### src/rtl/ad7606_seq_ctrl.sv
// AD7606 parallel-interface sequencer: CONVST, BUSY handshake, N_CH reads, valid/ready out.
// Optional busy-wait timeout enabled with `define ADC_TIMEOUT_EN.
module ad7606_seq_ctrl #(
  parameter int DATA_W       = 16,
  parameter int N_CH         = 8,
  parameter int CONV_LOW     = 4,
  parameter int RD_LOW       = 3,
  parameter int RD_HIGH      = 2,
  parameter int BUSY_TIMEOUT = 1024,
  localparam int CH_W = (N_CH > 1) ? $clog2(N_CH) : 1
) (
  input  logic              clk,
  input  logic              rst_n,
  input  logic              start,
  input  logic              cont,
  input  logic              adc_busy,
  input  logic [DATA_W-1:0] adc_data,
  output logic              convst_n,
  output logic              cs_n,
  output logic              rd_n,
  output logic [DATA_W-1:0] out_data,
  output logic [CH_W-1:0]   out_ch,
  output logic              out_valid,
  input  logic              out_ready,
  output logic              frame_done,
  output logic              busy,
  output logic              timeout_err
);

  localparam int T_A   = (CONV_LOW > RD_LOW) ? CONV_LOW : RD_LOW;
  localparam int T_MAX = (T_A > RD_HIGH) ? T_A : RD_HIGH;
  localparam int CNT_W = $clog2(T_MAX + 1);

  typedef enum logic [2:0] {
    IDLE,
    CONV,
    WAIT_BH,
    WAIT_BL,
    RD_L,
    OUT,
    RD_H,
    DONE
  } state_t;

  state_t state;
  state_t state_nx;

  logic [CNT_W-1:0] cnt;
  logic [CH_W-1:0]  ch;
  logic             busy_meta;
  logic             busy_s;
  logic             conv_last;
  logic             rdl_last;
  logic             rdh_last;
  logic             last_ch;
  logic             tmo_abort;

  assign conv_last = (cnt == CNT_W'(CONV_LOW - 1));
  assign rdl_last  = (cnt == CNT_W'(RD_LOW - 1));
  assign rdh_last  = (cnt == CNT_W'(RD_HIGH - 1));
  assign last_ch   = (ch == CH_W'(N_CH - 1));

  // BUSY comes straight off the ADC pin
  always_ff @(posedge clk or negedge rst_n) begin
    if (!rst_n) begin
      busy_meta <= 1'b0;
      busy_s    <= 1'b0;
    end else begin
      busy_meta <= adc_busy;
      busy_s    <= busy_meta;
    end
  end

  always_ff @(posedge clk or negedge rst_n) begin
    if (!rst_n) state <= IDLE;
    else        state <= state_nx;
  end

  always_comb begin
    state_nx = state;
    unique case (state)
      IDLE:    if (start) state_nx = CONV;
      CONV:    if (conv_last) state_nx = WAIT_BH;
      WAIT_BH: begin
        if (busy_s)         state_nx = WAIT_BL;
        else if (tmo_abort) state_nx = IDLE;
      end
      WAIT_BL: begin
        if (!busy_s)        state_nx = RD_L;
        else if (tmo_abort) state_nx = IDLE;
      end
      RD_L:    if (rdl_last) state_nx = OUT;
      OUT: begin
        if (out_ready) state_nx = last_ch ? DONE : RD_H;
      end
      RD_H:    if (rdh_last) state_nx = RD_L;
      DONE:    state_nx = cont ? CONV : IDLE;
      default: state_nx = IDLE;
    endcase
  end

  always_comb begin
    convst_n   = 1'b1;
    cs_n       = 1'b1;
    rd_n       = 1'b1;
    out_valid  = 1'b0;
    frame_done = 1'b0;
    busy       = (state != IDLE);
    unique case (1'b1)
      (state == CONV): convst_n = 1'b0;
      (state == RD_L): begin
        cs_n = 1'b0;
        rd_n = 1'b0;
      end
      (state == OUT):  out_valid  = 1'b1;
      (state == DONE): frame_done = 1'b1;
      default: ;
    endcase
  end

  // phase timer restarts on every state change
  always_ff @(posedge clk or negedge rst_n) begin
    if (!rst_n) begin
      cnt <= '0;
    end else if (state_nx != state) begin
      cnt <= '0;
    end else if (state == CONV || state == RD_L || state == RD_H) begin
      cnt <= cnt + CNT_W'(1);
    end
  end

  always_ff @(posedge clk or negedge rst_n) begin
    if (!rst_n) begin
      ch <= '0;
    end else if ((state == IDLE && start) || state == DONE) begin
      ch <= '0;
    end else if (state == OUT && out_ready && !last_ch) begin
      ch <= ch + CH_W'(1);
    end
  end

  always_ff @(posedge clk or negedge rst_n) begin
    if (!rst_n) begin
      out_data <= '0;
      out_ch   <= '0;
    end else if (state == RD_L && rdl_last) begin
      out_data <= adc_data;
      out_ch   <= ch;
    end
  end

`ifdef ADC_TIMEOUT_EN
  localparam int TMO_W = $clog2(BUSY_TIMEOUT + 1);

  logic [TMO_W-1:0] tmo;
  logic             tmo_hit;
  logic             in_wait;

  assign in_wait   = (state == WAIT_BH) || (state == WAIT_BL);
  assign tmo_hit   = (tmo == TMO_W'(BUSY_TIMEOUT - 1));
  assign tmo_abort = tmo_hit && in_wait;

  always_ff @(posedge clk or negedge rst_n) begin
    if (!rst_n) begin
      tmo <= '0;
    end else if (state_nx != state) begin
      tmo <= '0;
    end else if (in_wait) begin
      tmo <= tmo + TMO_W'(1);
    end
  end

  always_ff @(posedge clk or negedge rst_n) begin
    if (!rst_n) begin
      timeout_err <= 1'b0;
    end else if (state == IDLE && start) begin
      timeout_err <= 1'b0;
    end else if (in_wait && state_nx == IDLE) begin
      timeout_err <= 1'b1;
    end
  end
`else
  assign tmo_abort   = 1'b0;
  assign timeout_err = 1'b0;
`endif

endmodule

### config.mk
export PLATFORM = sky130hd
export DESIGN_NAME = ad7606_seq_ctrl
export DESIGN_NICKNAME = d
export VERILOG_FILES = /design/src/rtl/ad7606_seq_ctrl.sv
export SDC_FILE = /design/constraint.sdc
export NUM_CORES = 1
export LEC_CHECK = 0
export CELL_PAD_IN_SITES_DETAIL_PLACEMENT = 2
export CELL_PAD_IN_SITES_GLOBAL_PLACEMENT = 2
export CORE_UTILIZATION = 42
export DETAILED_ROUTE_END_ITERATION = 6
export DONT_BUFFER_PORTS = 1
export GPL_TIMING_DRIVEN = 1
export PLACE_DENSITY = 0.89
export SETUP_SLACK_MARGIN = 0.05
export SLEW_MARGIN = 20
export SYNTH_ARGS = -nofsm -noshare
export SYNTH_HDL_FRONTEND = slang
export SYNTH_SLANG_ARGS = --single-unit
### constraint.sdc
create_clock -name clk -period 3.46 [get_ports clk]
set_input_delay 0.692 -clock clk [delete_from_list [all_inputs] [get_ports clk]]
set_output_delay 0.692 -clock clk [all_outputs]
set_load 0.005 [all_outputs]
==> run summary <==
DRT iter0 DRCs: 31
Critical Path Fanout Max: 19
# clock sinks: 30
Share of the synthesized area in the top cell type: 0.498
Overall die height: 61.9 um
Vias: 896
Min cycle time layout: 2170 ps
Slew margin rel.: 0.574
Psw: 490 uW
Async SR Flop Fraction: 1.00
Crit share post-route: 0.628
Pwr/cell area: 879 nW/um2
Largest net degree at the start of global routing: 31
Layout Nets: 147
Worst Path Arrival: 1480 ps
Num CTS Buffers: 5
WL per Instance: 18.9 um
GR Overflow Total: 0
Synth Area per Inst: 12.5 um2
Hold Crit Class: input pin to asynchronous set/reset pin
Initial cell density of the core: 0.445
First-pass GRT wire length: 4.92 mm
Kind of critical path: flop to output pin
Yosys warns: 0
CTS H-tree depth: 2
Register area share after synthesis: 0.498
Top Layer Used: met4
Syn_nets: 149
Main synth FF type: dfrtp_1
Status: complete, no violations
Root Buffer: clkbuf_4
CP delay by family, top: flip-flops
Worst path required time: 2770 ps
DRC: 0
Port bufs: 0
Commonest cells in the netlist: 30 x dfrtp_1, 10 x mux2_2, 10 x mux2_4
Post-Syn Instances: 121
Die ar.: 3840 um2
Max Cap Violations: 0
Worst-skew pair later-pin latency: 320 ps
Post-synth EDFFs: 0
TritonCTS clock tree: done
Slowest cell on crit path: dfrtp_1
Clk buf depth: 2
Achievable frequency: 460 MHz
Overall Power: 1390 uW
Clock share of power: 0.203
Antenna cells: 0
Logic pwr share: 0.319
Worst setup EP type: output pin
CP bufs+invs: 0
Post-cts sizing count: 0
Synth top area cells: dfrtp_1 50%, mux2_4 10%, mux2_2 7.5%
Core Box Area: 3390 um2
Worst-path clk slew: 110 ps
DP Wirelength: 2.36 mm
Slew @ Worst Pin: 633 ps
Die X: 61.9 um
Cell area after synthesis: 1510 um2
DP Worst Slack: 1420 ps
Post-synth top area cell: dfrtp_1
Startpoint types: flop
CP max stage delay: 670 ps
Lkg Pwr: 0.000741 uW
Critical path cell sequence: or3b_1
Final core utilization: 0.466
DRT Pass-1 Iters: 4
Distinct cells, synth: 37
Sequential power share: 0.478
Placed instance area: 1500 um2
Final wirelength: 3.14 mm
Internal cell power: 898 uW
RePlAce Congestion: 0.741
Count of pins over their slew limit: 0
IO Count: 48
Area delta synth->final: 4.64%
Peak VDD IR: 383 uV
Setup TNS: 0 ps
M1 wire length: 1.25 mm
Met2 Routed Length: 1.69 mm
Unrepaired setup endpoints after global routing: no
Final Hold Fails: 0
Layout cells sized above 1: 0.258
Fin Clk Skew: 6.88 ps
Post-route ant nets: 0
Most common cell in the synthesized netlist: dfrtp_1
#FFs+latches synth: 30
WL met3: 181 um
Overall routing resource usage: 0.190
Initial antenna violation count: 0
Setup Buffers After CTS: 0
Sw frac: 0.353
Cts-stage hold buffer count: 0
Final setup violation count: 0
Design area: 1580 um2
Site row count: 21
Vias in the first global route: 1032
Final WS setup: 1290 ps
DR vias/cell: 5.40
worst register-to-register path, stage by stage (launching register included):
cell      delay (ps)
dfrtp_1          670
or3b_1           500
nand3b_4         390
mux2_4           400
logic make-up (layout without fill, tap and decap cells):
kind of cell	after synthesis	count (layout)	synth area share
buffers and inverters	13	12	0.0564
AO/OA/AOI/OAI	14	14	0.0655
multiplexers	22	22	0.187
other	1	1	0.00249
flip-flops	30	30	0.498
adder cells (fa/ha/maj)	6	6	0.0497
AND/OR/NAND/NOR	33	33	0.129
XOR/XNOR	2	2	0.0116
final timing paths:
check                           cells after the start  startpoint           end  slack, ps
worst max-delay path                                1    state[2]          cs_n       1290
worst min-delay path                                0       rst_n         ch[0]         50
worst max register to register                      3    state[2]  out_data[12]       1400
worst min register to register                      0   busy_meta        busy_s        360
max in group asynchronous                           0       rst_n  out_data[10]       3320
min in group clk                                    0   busy_meta        busy_s        360
placed cells by master (no fill, tap or decap), types with 3 or more instances in the layout:
master    netlist  layout
nor2_1          7       7
nor2b_1         3       3
mux2_4         10      10
o21ai_0         3       3
mux2_2         10      10
inv_1           4       4
clkbuf_4        0       5
nand2_1         9       9
ha_1            6       6
dfrtp_1        30      30
through the flow:
stage,instances,hold slack (ps)
2_1_floorplan,121,331
3_3_place_gp,158,341
3_5_place_dp,158,339
4_1_cts,166,31.2
5_1_grt,166,11.1
6_report,166,52.0
routing by layer:
layer  global-route usage  up-vias
li1                     -      406
met2                0.333       31
met5                    0        -
met4               0.0857        0
met3               0.0642        2
met1                0.206      457
power by group through the flow:
stage               Clock, uW  Combinational (uW)  Sequential (uW)
floorplan                   0                 435              585
global placement            0                 410              657
detailed placement          0                 452              670
CTS                       294                 454              666
global route              311                 497              685
finish                    281                 443              664
registers in the layout (all words and copies together) (netlist names):
name and count:
out_ch 3, out_data 16, busy_meta 1, cnt 3, ch 3, busy_s 1
state 3
final cells by class:
cell class,instances,area (um2)
multi-input cells,78,673
flip-flops and latches,30,751
fillers,346,1810
clock inverters,3,45.0
inverters,4,15.0
well taps,46,57.6
clock buffers,5,37.5
Power figures use the tool's default switching activity.
